--- src/rtl/io_port_master.sv ---
// Processor-side I/O channel initiator: turns a held CPU IN/OUT request into a
// single-cycle device request, waits for the matching ack or a timeout, and stalls the CPU meanwhile.
module io_port_master #(
    parameter int D_WIDTH  = 34,
    parameter int PA_WIDTH = 4,
    parameter int TIMEOUT  = 16
) (
    input  logic                clk,
    input  logic                reset_n_i,
    input  logic                cpu_rd_i,
    input  logic                cpu_wr_i,
    input  logic [PA_WIDTH-1:0] cpu_addr_i,
    input  logic [D_WIDTH-1:0]  cpu_data_i,
    output logic [D_WIDTH-1:0]  cpu_data_o,
    output logic                cpu_stall_o,
    output logic                cpu_done_o,
    output logic                cpu_timeout_o,
    output logic                err_o,
    output logic                read_req_o,
    output logic                write_req_o,
    output logic [PA_WIDTH-1:0] read_addr_o,
    output logic [PA_WIDTH-1:0] write_addr_o,
    output logic [D_WIDTH-1:0]  dout_o,
    input  logic [D_WIDTH-1:0]  din_i,
    input  logic                read_ack_i,
    input  logic                write_ack_i
);

    localparam int CW = (TIMEOUT > 2) ? $clog2(TIMEOUT) : 1;

    typedef enum logic [1:0] {IDLE, REQ, WAIT, DONE} state_t;

    state_t        state, state_next;
    logic          is_rd;
    logic          timed_out;
    logic [CW-1:0] cnt;
    logic          accept;
    logic          busy;
    logic          ack_match;
    logic          ack_wrong;
    logic          timeout_hit;

    assign busy        = (state == REQ) || (state == WAIT);
    assign ack_match   = is_rd ? read_ack_i : write_ack_i;
    assign ack_wrong   = is_rd ? write_ack_i : read_ack_i;
    assign cpu_done_o  = (state == DONE);
    assign cpu_timeout_o = cpu_done_o & timed_out;
    assign cpu_stall_o = (cpu_rd_i | cpu_wr_i) & ~cpu_done_o;

    always_ff @(posedge clk or negedge reset_n_i) begin
        if (!reset_n_i) begin
            state <= IDLE;
        end else begin
            state <= state_next;
        end
    end

    always_comb begin
        state_next  = state;
        accept      = 1'b0;
        timeout_hit = 1'b0;
        case (state)
            IDLE: begin
                if (cpu_rd_i || cpu_wr_i) begin
                    accept     = 1'b1;
                    state_next = REQ;
                end
            end
            REQ: begin
                state_next = ack_match ? DONE : WAIT;
            end
            WAIT: begin
                if (ack_match) begin
                    state_next = DONE;
                end else if (cnt == CW'(TIMEOUT - 1)) begin
                    timeout_hit = 1'b1;
                    state_next  = DONE;
                end
            end
            DONE: begin
                state_next = IDLE;
            end
            default: state_next = IDLE;
        endcase
    end

    // Datapath: request pulses, latched addresses/data, wait counter and result capture.
    always_ff @(posedge clk or negedge reset_n_i) begin
        if (!reset_n_i) begin
            is_rd        <= 1'b0;
            timed_out    <= 1'b0;
            cnt          <= '0;
            read_req_o   <= 1'b0;
            write_req_o  <= 1'b0;
            read_addr_o  <= '0;
            write_addr_o <= '0;
            dout_o       <= '0;
            cpu_data_o   <= '0;
            err_o        <= 1'b0;
        end else begin
            read_req_o  <= 1'b0;
            write_req_o <= 1'b0;
            if (accept) begin
                is_rd     <= cpu_rd_i;
                timed_out <= 1'b0;
                if (cpu_rd_i) begin
                    read_addr_o <= cpu_addr_i;
                    read_req_o  <= 1'b1;
                end else begin
                    write_addr_o <= cpu_addr_i;
                    dout_o       <= cpu_data_i;
                    write_req_o  <= 1'b1;
                end
            end
            if (state == REQ) begin
                cnt <= '0;
            end else if (state == WAIT) begin
                cnt <= cnt + 1'b1;
            end
            if (busy && ack_match && is_rd) begin
                cpu_data_o <= din_i;
            end
            if (timeout_hit) begin
                timed_out <= 1'b1;
                if (is_rd) begin
                    cpu_data_o <= '1;
                end
            end
            // Stray acks and conflicting requests are sticky until reset.
            if ((state == IDLE || state == DONE) && (read_ack_i || write_ack_i)) begin
                err_o <= 1'b1;
            end
            if (busy && ack_wrong) begin
                err_o <= 1'b1;
            end
            if (state == IDLE && cpu_rd_i && cpu_wr_i) begin
                err_o <= 1'b1;
            end
        end
    end

endmodule

--- config.mk ---
export PLATFORM = sky130hd
export DESIGN_NAME = io_port_master
export DESIGN_NICKNAME = d
export VERILOG_FILES = /design/src/rtl/io_port_master.sv
export SDC_FILE = /design/constraint.sdc
export NUM_CORES = 1
export LEC_CHECK = 0
export CORE_MARGIN = 3
export CORE_UTILIZATION = 42
export DETAILED_ROUTE_END_ITERATION = 16
export PLACE_DENSITY_LB_ADDON = 0.1
export SLEW_MARGIN = 20
export SYNTH_ARGS = -nofsm -noshare
export SYNTH_HDL_FRONTEND = slang
export SYNTH_SLANG_ARGS = --single-unit
--- constraint.sdc ---
create_clock -name clk -period 2.27 [get_ports clk]
set_input_delay 0.227 -clock clk [delete_from_list [all_inputs] [get_ports clk]]
set_output_delay 0.227 -clock clk [all_outputs]
set_load 0.05 [all_outputs]
==> impl_metrics.csv <==
group,metric,value,unit
outcome,status,"finished, final reports clean",
logic_synthesis,synth.distinct_cells,29,
worst_setup_path,critPathKind,"flop to output port",
cells_and_area,layout-drive-gt1-share,0.1490,
global_routing,antenna_found_initial,0,
cells_and_area,area_delta_synth_final,55.00,%
detailed_routing,drtIter0Drc,58,
logic_synthesis,synth_seq_cells,87,
detailed_routing,drcViolationCount,0,
clocking,cts_buffer_depth,2,
logic_synthesis,yosysTopAreaCell,"dfrtp_1",
timing,fin_crit_sh,0.9092,
global_routing,first_global_vias,2849,
clocking,cts.sinks,87,
timing,worstMarginPinSlew,0.5901,ns
timing,hold_violations,0,
detailed_routing,vias,2715,
detailed_routing,routed_wl,8.759,mm
worst_setup_path,r2r_end,"dout_o[29]$_DFFE_PN0P_",
detailed_routing,firstDrtPassIters,4,
clocking,cts_max_level,3,
worst_setup_path,cp.required,2.04,ns
worst_setup_path,critPathMaxFanout,6,
logic_synthesis,syn_area_per_cell,11.88,µm²
placement,hpwl,6.414,mm
logic_synthesis,synth_most_common_cell,"dfrtp_1",
timing,slew_viol_final,0,
logic_synthesis,synth_area,0.003540,mm²
logic_synthesis,synth-edff-count,0,
detailed_routing,viasPerCell,4.805,
timing,min_period,2.064,ns
floorplanning,die_w,97.80,µm
worst_setup_path,r2r_start,"state[0]$_DFFE_PN0P_",
logic_synthesis,syn_nets,382,
clocking,clkTransAtPathRegs,0.09,ns
logic_synthesis,synth_cells,298,
global_routing,grt_usage,0.1892,
timing,setup_viol,0,
worst_setup_path,r2r_setup_slack,0.29,ns
clocking,clk-insertion-delay-late,0.35,ns
floorplanning,die_h,97.80,µm
floorplanning,start_util,0.4443,
floorplanning,num_io_pins,160,
worst_setup_path,cp.arrival,1.84,ns
floorplanning,fp.coreArea,0.007968,mm²
job,cap_violations,0,
power_and_ir_drop,peakVddDrop,811.4,µV
timing,fmaxAchievable,484.5,MHz
timing,holdWs,0.4104,ns
logic_synthesis,synthFlopType,"dfrtp_1",
clocking,cts_tree,"yes",
worst_setup_path,endpoint_kind,"output port",
logic_synthesis,yosys.area.top_type_share,0.6151,
placement,io_buffers,159,
timing,skew,0.01232,ns
clocking,cts_made_buffers,9,
floorplanning,num_rows,32,
timing,tns,0,ns
floorplanning,die_area,0.009565,mm²
power_and_ir_drop,powerDensity,1757,mW/mm²
detailed_routing,ant_nets,0,
power_and_ir_drop,power_leakage,0.002533,µW
timing,rsz0062_at_grt,"false",
worst_setup_path,rr_worst_depth,6,
cells_and_area,fin_util,0.6886,
logic_synthesis,synthTopCellsByCount,"87 x dfrtp_1, 75 x nand2_1, 37 x nand3_1",
timing,slew_headroom,0.6066,
logic_synthesis,yosysWarnings,0,
worst_setup_path,cp-start-kind,"flop",
global_routing,grt_max_degree,46,
logic_synthesis,synthTopCellsByArea,"dfrtp_1 62%, mux2_2 11%, nand2_1 8.0%",
detailed_routing,post_drt_wl_per_cell,15.50,µm
hold_path,hold_class,"primary input to asynchronous set/reset pin",
cells_and_area,diodes,0,
global_routing,grt_overflow,0,
placement,gp_congestion,0.8156,
clocking,root_buffer,"clkbuf_8",
logic_synthesis,async_flop_share,1.000,
logic_synthesis,synth.yosys.seq_area_share,0.6151,
cells_and_area,nNetsFinal,542,
cells_and_area,instances_no_fill,565,
placement,dpl.cell_count,548,
global_routing,grt_pass1_wl,14.50,mm
-- final cells by class --
cell class,count,area [µm²]
multi-input combinational,187,1249
clock buffer,10,137.6
timing repair buffer,165,1649
sequential,87,2177
clock inverter,6,116.4
inverter,8,30.03
tap,102,127.6
fill,618,2481
-- how the worst max path moves through the flow --
stage	slack (ns)	from	depth (start not counted)	to
after floorplan	0.49	state[0]$_DFFE_PN0P_	2	cpu_stall_o
after global placement	0.37	state[0]$_DFFE_PN0P_	6	write_addr_o[0]$_DFFE_PN0P_
after detailed placement	0.29	state[0]$_DFFE_PN0P_	6	dout_o[29]$_DFFE_PN0P_
after CTS	0.05	state[0]$_DFFE_PN0P_	3	cpu_timeout_o
after global routing	0.1	state[0]$_DFFE_PN0P_	2	cpu_done_o
final	0.21	state[0]$_DFFE_PN0P_	2	cpu_done_o
-- routing by layer --
| layer | up-vias | wire (µm) | global-route usage |
|---|---|---|---|
| li1 | 1316 | - | - |
| met1 | 1300 | 3741 | 0.2365 |
| met2 | 90 | 4298 | 0.3126 |
| met3 | 9 | 603 | 0.05357 |
| met4 | 0 | 116 | 0.07348 |
| met5 | - | 0 | 0 |
-- timing repair --
action                                  CTS  global route
buffers inserted                          0             0
hold endpoints to repair                 44             0
resized for setup                         0             1
hold buffers                              1             0
endpoints found under the setup margin    0             1
-- placed cells by master, fill, tap and decap left out, drive strengths merged, types with 2 or more instances in the layout --
cell and instances:
clkdlybuf4s50 156, dfrtp 87, nand2 75, mux2 45, nand3 37, clkbuf 10, inv 9, buf 7
ha 6, o21ai 3, bufinv 3, mux2i 3, and3 2, nor2 2, o22ai 2, clkinvlp 2
-- kinds of logic (layout without fill, tap and decap cells) --
| family | Yosys count | count (layout) | share of synthesized area |
|---|---|---|---|
| simple gates | 123 | 123 | 0.1506 |
| flops | 87 | 87 | 0.6151 |
| buf+inv | 24 | 189 | 0.03217 |
| compound gates | 10 | 10 | 0.01873 |
| mux | 48 | 48 | 0.1622 |
| fa+ha+maj | 6 | 6 | 0.02121 |
-- where the power goes --
part | internal (µW) | switching, µW | total, µW | leakage, µW
sequential | 2300 | 416 | 2710 | 0.00106
combinational | 2040 | 3560 | 5600 | 0.00135
clock | 768 | 556 | 1320 | 0.000121
-- critical path: stages, from the launching register on --
cell and delay [ns]:
dfrtp_1 0.43, ha_1 0.23, clkdlybuf4s50_1 0.83
-- metrics by stage --
| stage | cell area (µm²) | power [µW] | worst slack (ns) |
|---|---|---|---|
| after floorplan | 3540 | 6476 | 0.4931 |
| after global placement | 5220 | 8274 | 0.3712 |
| after detailed placement | 5220 | 8393 | 0.2916 |
| after CTS | 5484 | 9745 | 0.05240 |
| after global routing | 5487 | 10140 | 0.09905 |
| final | 5487 | 9639 | 0.2062 |
(Power assumes the default switching activity.)
